--- src/rtl/fwd_regfile_pkg.sv ---
// rtl/fwd_regfile_pkg.sv - shared widths and constants for the forwarding register file
package fwd_regfile_pkg;

    localparam int DATA_W_DEF = 32;
    localparam int ADDR_W_DEF = 5;
    localparam int NREAD_DEF  = 2;
    localparam int CNT_W_DEF  = 16;

    // Register 0 reads as zero, is never written and never goes pending
    localparam int ZERO_REG   = 0;

endpackage

--- src/rtl/fwd_regfile_fwd_mux.sv ---
// rtl/fwd_regfile_fwd_mux.sv - one read port: forwarding priority select and hazard match
module fwd_mux
    import fwd_regfile_pkg::*;
#(
    parameter int DATA_W = DATA_W_DEF,
    parameter int ADDR_W = ADDR_W_DEF
) (
    input  logic              re,
    input  logic [ADDR_W-1:0] raddr,
    input  logic              ex_we,
    input  logic [ADDR_W-1:0] ex_waddr,
    input  logic [DATA_W-1:0] ex_wdata,
    input  logic              ex_is_load,
    input  logic              mem_we,
    input  logic [ADDR_W-1:0] mem_waddr,
    input  logic [DATA_W-1:0] mem_wdata,
    input  logic              wb_we,
    input  logic [ADDR_W-1:0] wb_waddr,
    input  logic [DATA_W-1:0] wb_wdata,
    input  logic [DATA_W-1:0] arr_rdata,
    input  logic              pend_hit,
    output logic [DATA_W-1:0] rdata,
    output logic              hazard
);

    logic rd_en;
    logic ex_hit;
    logic mem_hit;
    logic wb_hit;

    // Youngest producer wins; a load in EX has no data yet, so it is skipped and only raises a hazard
    always_comb begin
        rd_en   = re && (raddr != ADDR_W'(ZERO_REG));
        ex_hit  = ex_we && (ex_waddr == raddr);
        mem_hit = mem_we && (mem_waddr == raddr);
        wb_hit  = wb_we && (wb_waddr == raddr);
        rdata   = '0;
        if (rd_en) begin
            if (ex_hit && !ex_is_load) begin
                rdata = ex_wdata;
            end else if (mem_hit) begin
                rdata = mem_wdata;
            end else if (wb_hit) begin
                rdata = wb_wdata;
            end else begin
                rdata = arr_rdata;
            end
        end
        hazard = rd_en && ((ex_hit && ex_is_load) || pend_hit);
    end

endmodule

--- src/rtl/fwd_regfile.sv ---
// rtl/fwd_regfile.sv - register array, multi-cycle scoreboard, stall counter and per-port forwarding
module fwd_regfile
    import fwd_regfile_pkg::*;
#(
    parameter int DATA_W = DATA_W_DEF,
    parameter int ADDR_W = ADDR_W_DEF,
    parameter int NREAD  = NREAD_DEF,
    parameter int CNT_W  = CNT_W_DEF
) (
    input  logic                     clk,
    input  logic                     rst,
    input  logic [NREAD-1:0]         re,
    input  logic [NREAD*ADDR_W-1:0]  raddr,
    output logic [NREAD*DATA_W-1:0]  rdata,
    input  logic                     ex_we,
    input  logic [ADDR_W-1:0]        ex_waddr,
    input  logic [DATA_W-1:0]        ex_wdata,
    input  logic                     ex_is_load,
    input  logic                     mem_we,
    input  logic [ADDR_W-1:0]        mem_waddr,
    input  logic [DATA_W-1:0]        mem_wdata,
    input  logic                     wb_we,
    input  logic [ADDR_W-1:0]        wb_waddr,
    input  logic [DATA_W-1:0]        wb_wdata,
    input  logic                     mc_start,
    input  logic [ADDR_W-1:0]        mc_waddr,
    input  logic                     mc_done,
    output logic                     stall_req,
    output logic                     mc_busy,
    output logic [CNT_W-1:0]         stall_cnt
);

    localparam int NREG = 1 << ADDR_W;

    logic [DATA_W-1:0] regs_q [NREG];
    logic [DATA_W-1:0] regs_d [NREG];
    logic [NREG-1:0]   pending_q;
    logic [NREG-1:0]   pending_d;
    logic [CNT_W-1:0]  stall_cnt_q;
    logic [CNT_W-1:0]  stall_cnt_d;
    logic [NREAD-1:0]  hazard;
    logic              mc_clear;

    assign mc_clear = mc_done && wb_we;

    genvar g;
    generate
        for (g = 0; g < NREAD; g++) begin : g_port
            logic [ADDR_W-1:0] port_addr;
            logic              port_pend;

            assign port_addr = raddr[g*ADDR_W +: ADDR_W];
            // A completing op clears its pending bit for same-cycle readers too
            assign port_pend = pending_q[port_addr] && !(mc_clear && (wb_waddr == port_addr));

            fwd_mux #(
                .DATA_W (DATA_W),
                .ADDR_W (ADDR_W)
            ) u_fwd_mux (
                .re         (re[g]),
                .raddr      (port_addr),
                .ex_we      (ex_we),
                .ex_waddr   (ex_waddr),
                .ex_wdata   (ex_wdata),
                .ex_is_load (ex_is_load),
                .mem_we     (mem_we),
                .mem_waddr  (mem_waddr),
                .mem_wdata  (mem_wdata),
                .wb_we      (wb_we),
                .wb_waddr   (wb_waddr),
                .wb_wdata   (wb_wdata),
                .arr_rdata  (regs_q[port_addr]),
                .pend_hit   (port_pend),
                .rdata      (rdata[g*DATA_W +: DATA_W]),
                .hazard     (hazard[g])
            );
        end
    endgenerate

    assign stall_req = |hazard;
    assign mc_busy   = |pending_q;
    assign stall_cnt = stall_cnt_q;

    // WB port writes the array; register 0 stays zero
    always_comb begin
        regs_d = regs_q;
        if (wb_we && (wb_waddr != ADDR_W'(ZERO_REG))) begin
            regs_d[wb_waddr] = wb_wdata;
        end
    end

    // Completion clears first so an issue to the same register in the same cycle stays pending
    always_comb begin
        pending_d = pending_q;
        if (mc_clear) begin
            pending_d[wb_waddr] = 1'b0;
        end
        if (mc_start && (mc_waddr != ADDR_W'(ZERO_REG))) begin
            pending_d[mc_waddr] = 1'b1;
        end
    end

    // Stall cycle counter holds at all-ones instead of wrapping
    always_comb begin
        stall_cnt_d = stall_cnt_q;
        if (stall_req && (stall_cnt_q != {CNT_W{1'b1}})) begin
            stall_cnt_d = stall_cnt_q + 1'b1;
        end
    end

    // State registers with synchronous active-low reset
    always_ff @(posedge clk) begin
        if (!rst) begin
            for (int r = 0; r < NREG; r++) begin
                regs_q[r] <= '0;
            end
            pending_q   <= '0;
            stall_cnt_q <= '0;
        end else begin
            regs_q      <= regs_d;
            pending_q   <= pending_d;
            stall_cnt_q <= stall_cnt_d;
        end
    end

endmodule

--- config.mk ---
export PLATFORM = sky130hd
export DESIGN_NAME = fwd_regfile
export DESIGN_NICKNAME = d
export VERILOG_FILES = /design/src/rtl/fwd_regfile_pkg.sv /design/src/rtl/fwd_regfile_fwd_mux.sv /design/src/rtl/fwd_regfile.sv
export SDC_FILE = /design/constraint.sdc
export NUM_CORES = 2
export LEC_CHECK = 0
export ABC_CLOCK_PERIOD_IN_PS = 3200
export CELL_PAD_IN_SITES_DETAIL_PLACEMENT = 1
export CELL_PAD_IN_SITES_GLOBAL_PLACEMENT = 1
export CORE_AREA = 3 3 489 394
export DETAILED_ROUTE_END_ITERATION = 12
export DIE_AREA = 0 0 492 397
export PLACE_DENSITY_LB_ADDON = 0.1
export SYNTH_ARGS = -nofsm -noshare
export SYNTH_HDL_FRONTEND = slang
export SYNTH_SLANG_ARGS = --single-unit
--- constraint.sdc ---
create_clock -name clk -period 3.2 [get_ports clk]
set_input_delay 0.48 -clock clk [delete_from_list [all_inputs] [get_ports clk]]
set_output_delay 0.48 -clock clk [all_outputs]
set_load 0.01 [all_outputs]
# Yosys cells after proc, flatten, opt, wreduce, memory -nomap -nowiden
# Index checks and enable logic that the tools add are counted.
totals:
  regBits: 1072
  word_cells: 121
  in_bits: 136
classes:
  eq_ne: 7
  order_cmp: 10
  add_sub_neg: 1
  n_bitwise: 6
  muxes: 27
  reduce_logical: 36
ops:
  columns: ["operator", "count"]
  rows:
  - ["bitwise mux 1024 bit", 1]
  - ["2-to-1 mux 32 bit", 15]
  - ["binary-select mux 32 bit (select 5 bit)", 2]
  - ["demux 32 bit (select 5 bit)", 1]
  - ["bitwise AND 32 bit", 1]
  - ["inverter 32 bit", 1]
  - ["OR 32 bit", 1]
  - ["OR reduction 32 bit", 1]
  - ["== test 5 bit", 6]
  - ["logical AND 1 bit", 25]
  - ["< comparator 5 x 6 -> 1 bit (second input constant)", 4]
  - ["nonzero test 5 bit", 4]
  - [">= comparator 6 bit (second input constant)", 3]
  - ["inverter 5 -> 6 bit", 3]
  - ["adder 16 x 1 -> 16 bit (second input constant)", 1]
  - ["!= test 16 bit (second input constant)", 1]
  - ["binary-select mux 1 bit (select 5 bit)", 2]
  - ["demux 1 bit (select 5 bit)", 2]
  - [">= comparator 5 x 1 -> 1 bit (second input constant)", 2]
  - ["< comparator 6 x 1 -> 1 bit (second input constant)", 1]
  - ["2-to-1 mux 1 bit", 4]
  - ["logical NOT 1 bit", 3]
  - ["logical OR 1 bit", 2]
  - ["OR reduction 2 bit", 1]

# Depth between registers and ports, before layout
depth:
  depth_word: 9
  ltp_mapped: 11
  depth_no_buf: 7

# Hierarchy
# From an unflattened synthesis, not the netlist that was laid out.
hier_totals:
  cells_unflattened: 6073
  area_unflattened_um2: 56535.5
by_module_without_submodules:
  columns: ["mod", "cells_per_inst", "area_each_um2", "n_inst"]
  rows:
  - ["fwd_regfile", 5705, 53687.7, 1]
  - ["fwd_mux", 184, 1423.9, 2]

# Worst setup path after synthesis
# No wires, ideal clock.
synth_timing:
  kind: "input to output"
  from: "input raddr[5]"
  to: "output rdata[32]"
  setup_slack_ns: 0.083
  arrival_ns: 2.637
  stages: 9
  cell_sequence: "buf_2 > clkbuf_1 > buf_2 > mux4_2 > mux4_2 > mux2i_1 > a211oi_1 > a211oi_1 > nor3_1"
synth_via:
  elab_chain_cells: 8
  elab_cells_between_ends: 17
synth_lines:
  columns: ["element", "line_no", "text"]
  rows:
  - ["from (decl)", "fwd_regfile.sv:13", "input logic [NREAD*ADDR_W-1:0] raddr,"]
  - ["inverter 5 -> 6 bit (implied by the code)", "fwd_regfile.sv:72", ".arr_rdata (regs_q[port_addr]),"]
  - ["binary-select mux 32 bit (select 5 bit)", "fwd_regfile.sv:72", null]
  - ["2-to-1 mux 32 bit (implied by the code) (2 in series)", "fwd_regfile.sv:72", null]
  - ["2-to-1 mux 32 bit", "fwd_regfile_fwd_mux.sv:43", "end else if (wb_hit) begin"]
  - ["2-to-1 mux 32 bit", "fwd_regfile_fwd_mux.sv:41", "end else if (mem_hit) begin"]
  - ["2-to-1 mux 32 bit", "fwd_regfile_fwd_mux.sv:39", "if (ex_hit && !ex_is_load) begin"]
  - ["2-to-1 mux 32 bit *", "fwd_regfile_fwd_mux.sv:38", "if (rd_en) begin"]
  - ["to (decl)", "fwd_regfile.sv:14", "output logic [NREAD*DATA_W-1:0] rdata,"]
# Mark *: on every way between the ends. The rest lies on a longest branch, timed or not. The select of a mux whose other input is x is not followed.

# Final worst setup path
layout_timing:
  from: "register regs_q[541] in the netlist's numbering"
  to: "output rdata[29]"
layout_via:
  elab_chain_cells: 7
layout_lines:
  columns: ["element", "line_no", "text"]
  rows:
  - ["from (decl)", "fwd_regfile.sv:35", "logic [DATA_W-1:0] regs_q [NREG];"]
  - ["from (signal assigned)", "fwd_regfile.sv:120", "regs_q <= regs_d;"]
  - ["binary-select mux 32 bit (select 5 bit)", "fwd_regfile.sv:72", null]
  - ["2-to-1 mux 32 bit (implied by the code) (2 in series)", "fwd_regfile.sv:72", null]
  - ["2-to-1 mux 32 bit", "fwd_regfile_fwd_mux.sv:43", null]
  - ["2-to-1 mux 32 bit", "fwd_regfile_fwd_mux.sv:41", null]
  - ["2-to-1 mux 32 bit", "fwd_regfile_fwd_mux.sv:39", null]
  - ["2-to-1 mux 32 bit", "fwd_regfile_fwd_mux.sv:38", null]
# No other way between the ends. The select of a mux whose other input is x is not followed.

==> results.json <==
{
  "outcome": "finished, violations left",
  "violations": "negative setup slack",
  "gr-usage-all-layers_pct": 29.06,
  "ant_nets": 0,
  "async_reset_ff_share_pct": 0,
  "p_leak_nw": 23.90,
  "netlist.area_leader.share_pct": 38.12,
  "overflow": 0,
  "clk_latency_ns": 0.78,
  "cts_sinks": 1072,
  "die_h_um": 397,
  "dr.first_iter.drc_count": 4984,
  "syn_avg_cell_area_um2": 9.100,
  "ys_types": 55,
  "dp_cells": 8792,
  "drc": 0,
  "final_cells": 9101,
  "final-hold-violation-count": 0,
  "cts_tree": "done",
  "hold_buffers": 0,
  "hp-class": "in2reg",
  "critPathCaptureType": "primary output",
  "post-dp-hpwl_mm": 182.6,
  "cp_max_fo": 2,
  "ys_top_cells_by_count": "2079 x nand2_1, 1072 x dfxtp_1, 1025 x a21oi_1, 652 x mux4_2, 500 x clkbuf_1",
  "crit_buf_inv": 2,
  "postSynthNetCount": 6323,
  "max_slew_margin_pct": 34.98,
  "hold_depth": 3,
  "cp_top_family": "multiplexers",
  "synth_warnings": 0,
  "required_ns": 2.72,
  "max_freq_mhz": 267.0,
  "grt_start_max_net_pins": 94,
  "synthFlopType": "dfxtp_1",
  "fin_nets": 6616,
  "area_growth_pct": 28.72,
  "path_class": "reg2out",
  "powerDensity_nw_per_um2": 446.4,
  "slowest_delay_ns": 0.60,
  "via_per_inst": 5.733,
  "crit_top_cell": "mux4_2",
  "core_area_um2": 187600,
  "first_global_vias": 52251,
  "gp_congestion": 0.8635,
  "synthCells": 6186,
  "avgRoutedWirePerCell_um": 31.82,
  "path_depth": 8,
  "cp_cell_sequence": "mux4_2, mux4_2, mux2i_4, a211oi_2, a211oi_4, buf_4, nor3_2, buf_2",
  "peakVddDrop_uv": 541.2,
  "rows": 142,
  "setup_viol": 64,
  "diodes": 0,
  "rsz0062_at_grt": "true",
  "fp.dieArea_um2": 195300,
  "portBuffers": 217,
  "worst_pin_slew_ns": 0.9730,
  "initial_core_util_pct": 30.00,
  "grt_pass1_wl_mm": 409.1,
  "worstPathArrival_ns": 3.27,
  "io_pins": 218,
  "ctsRootBufferMaster": "clkbuf_16",
  "clk_path_buf_depth": 3,
  "ys_seq_area_share_pct": 38.12,
  "synthTopCellsByArea": "dfxtp_1 38%, mux4_2 26%, nand2_1 14%",
  "antenna_found_initial": 10,
  "synth-seq-cells": 1072,
  "dieWidth_um": 492,
  "yosysMostFrequentCell": "nand2_1",
  "slew_viol_final": 0,
  "drv_cap": 0,
  "synth_edf_count": 0,
  "rr_worst_depth": 9,
  "total_power_mw": 32.35,
  "crit_path_start_kind": "flop",
  "wirelength_mm": 289.6,
  "fin_ws_ns": -0.5457,
  "r2r_slack_ns": 0.60,
  "period_needed_ns": 3.746,
  "dr.pass1.iters": 5,
  "synth_area_leader_cell": "dfxtp_1",
  "clkTransAtPathRegs_ns": 0.06,
  "fin_crit_sh_pct": 117.1,
  "skew_ns": 0.01343,
  "drive_above_1_share_pct": 29.89,
  "cts.htree.levels": 4,
  "slowest_stage": "mux4_2",
  "vias": 52179,
  "syn-cell-area_um2": 56290,
  "cts_made_buffers": 130
}
[report_power, final]
part,leakage (nW),switching [mW],total [mW],internal [mW]
Clock,2.14,6.48,15.3,8.85
Sequential,8.72,0.0817,13.5,13.4
Combinational,13.0,2.04,3.49,1.46
Total,23.9,8.60,32.3,23.7
[path summary, 6_finish.rpt]
check | from | to
worst max-delay path | regs_q[541] | rdata[29]
worst min-delay path | rst | stall_cnt[3]
worst max register to register | pending_q[15] | stall_cnt[12]
worst min register to register | regs_q[898] | regs_q[898]
[worst register-to-register path, stage by stage, from the launching register on]
cell	delay [ns]
dfxtp_2	0.33
mux2i_1	0.08
mux4_2	0.52
and3_4	0.19
a2111o_1	0.36
buf_4	0.16
buf_4	0.13
o2bb2ai_1	0.30
o2111ai_1	0.16
a221oi_1	0.26
[cells by family (layout without fill, tap and decap cells)]
kind of cell / Yosys count / count (layout) / share of synthesized area, %
multiplexers: 745 / 745 / 27.74
flip-flops: 1072 / 1072 / 38.12
XOR/XNOR: 30 / 30 / 0.4668
buffers and inverters: 672 / 1067 / 4.939
AND/OR/NAND/NOR: 2449 / 2449 / 17.10
AO/OA/AOI/OAI: 1217 / 1217 / 11.61
adder cells (fa/ha/maj): 1 / 1 / 0.02222
[flip-flops by register name, indices dropped and copies added, names as in the netlist]
signal     cells
pending_q     32
regs_q      1024
stall_cnt     16
[layout make-up]
type | count | area, um^2
clock buffers | 201 | 3986
clock inverters | 33 | 321.6
well taps | 2520 | 3153
multi-input cells | 4442 | 33830
flip-flops and latches | 1072 | 21640
inverters | 8 | 38.79
repair buffers | 825 | 9485
fillers | 20890 | 115200
[layer usage]
layer | up-vias | track usage [%] | wire length [um]
li1 | 22357 | - | -
met1 | 27526 | 41.62 | 131000
met2 | 1828 | 45.10 | 129900
met3 | 468 | 3.730 | 17680
met4 | 0 | 10.06 | 11080
met5 | - | 0 | 0
[cells in the final DEF, fill, tap and decap left out, drive strengths merged, types with 4 or more instances in the layout]
| cell type | Yosys | final |
|---|---|---|
| a21oi | 1032 | 1032 |
| xor2 | 26 | 26 |
| buf | 137 | 670 |
| clkdlybuf4s50 | 0 | 138 |
| inv | 8 | 16 |
| nor2 | 175 | 175 |
| and2 | 33 | 33 |
| nand3 | 17 | 17 |
| and3b | 4 | 4 |
| xnor2 | 4 | 4 |
| mux4 | 652 | 652 |
| nand2b | 11 | 11 |
| or2 | 6 | 6 |
| nor3 | 67 | 67 |
| a211oi | 132 | 132 |
| mux2i | 92 | 92 |
| and3 | 15 | 15 |
| nor4 | 14 | 14 |
| clkbuf | 527 | 210 |
| o21ai | 34 | 34 |
| nand4 | 5 | 5 |
| nand3b | 4 | 4 |
| dfxtp | 1072 | 1072 |
| nor3b | 8 | 8 |
| nand2 | 2079 | 2079 |
| clkinv | 0 | 21 |
[metrics by stage]
step / util (%) / setup TNS, ns / setup WS (ns) / hold slack [ns] / area, um^2
finish: 38.62 / -16.30 / -0.5457 / 0.05364 / 72460
global route: 38.62 / -20.84 / -0.5784 / 0.05060 / 72460
CTS: 38.24 / -23.04 / -0.6501 / 0.006657 / 71760
detailed placement: 34.91 / -55.93 / -1.556 / 0.4570 / 65500
global placement: 34.91 / -55.70 / -1.557 / 0.4488 / 65500
floorplan: - / 0 / 0.08317 / 0.4324 / 56290
[timing repair]
| item | CTS | global route |
|---|---|---|
| gates cloned | 8 | 5 |
| resized for setup | 635 | 135 |
| endpoints found under the setup margin | 65 | 65 |
| buffers inserted | 49 | 31 |
| pin swaps | 149 | 101 |
Note: power is estimated with default switching activity, not from simulation.
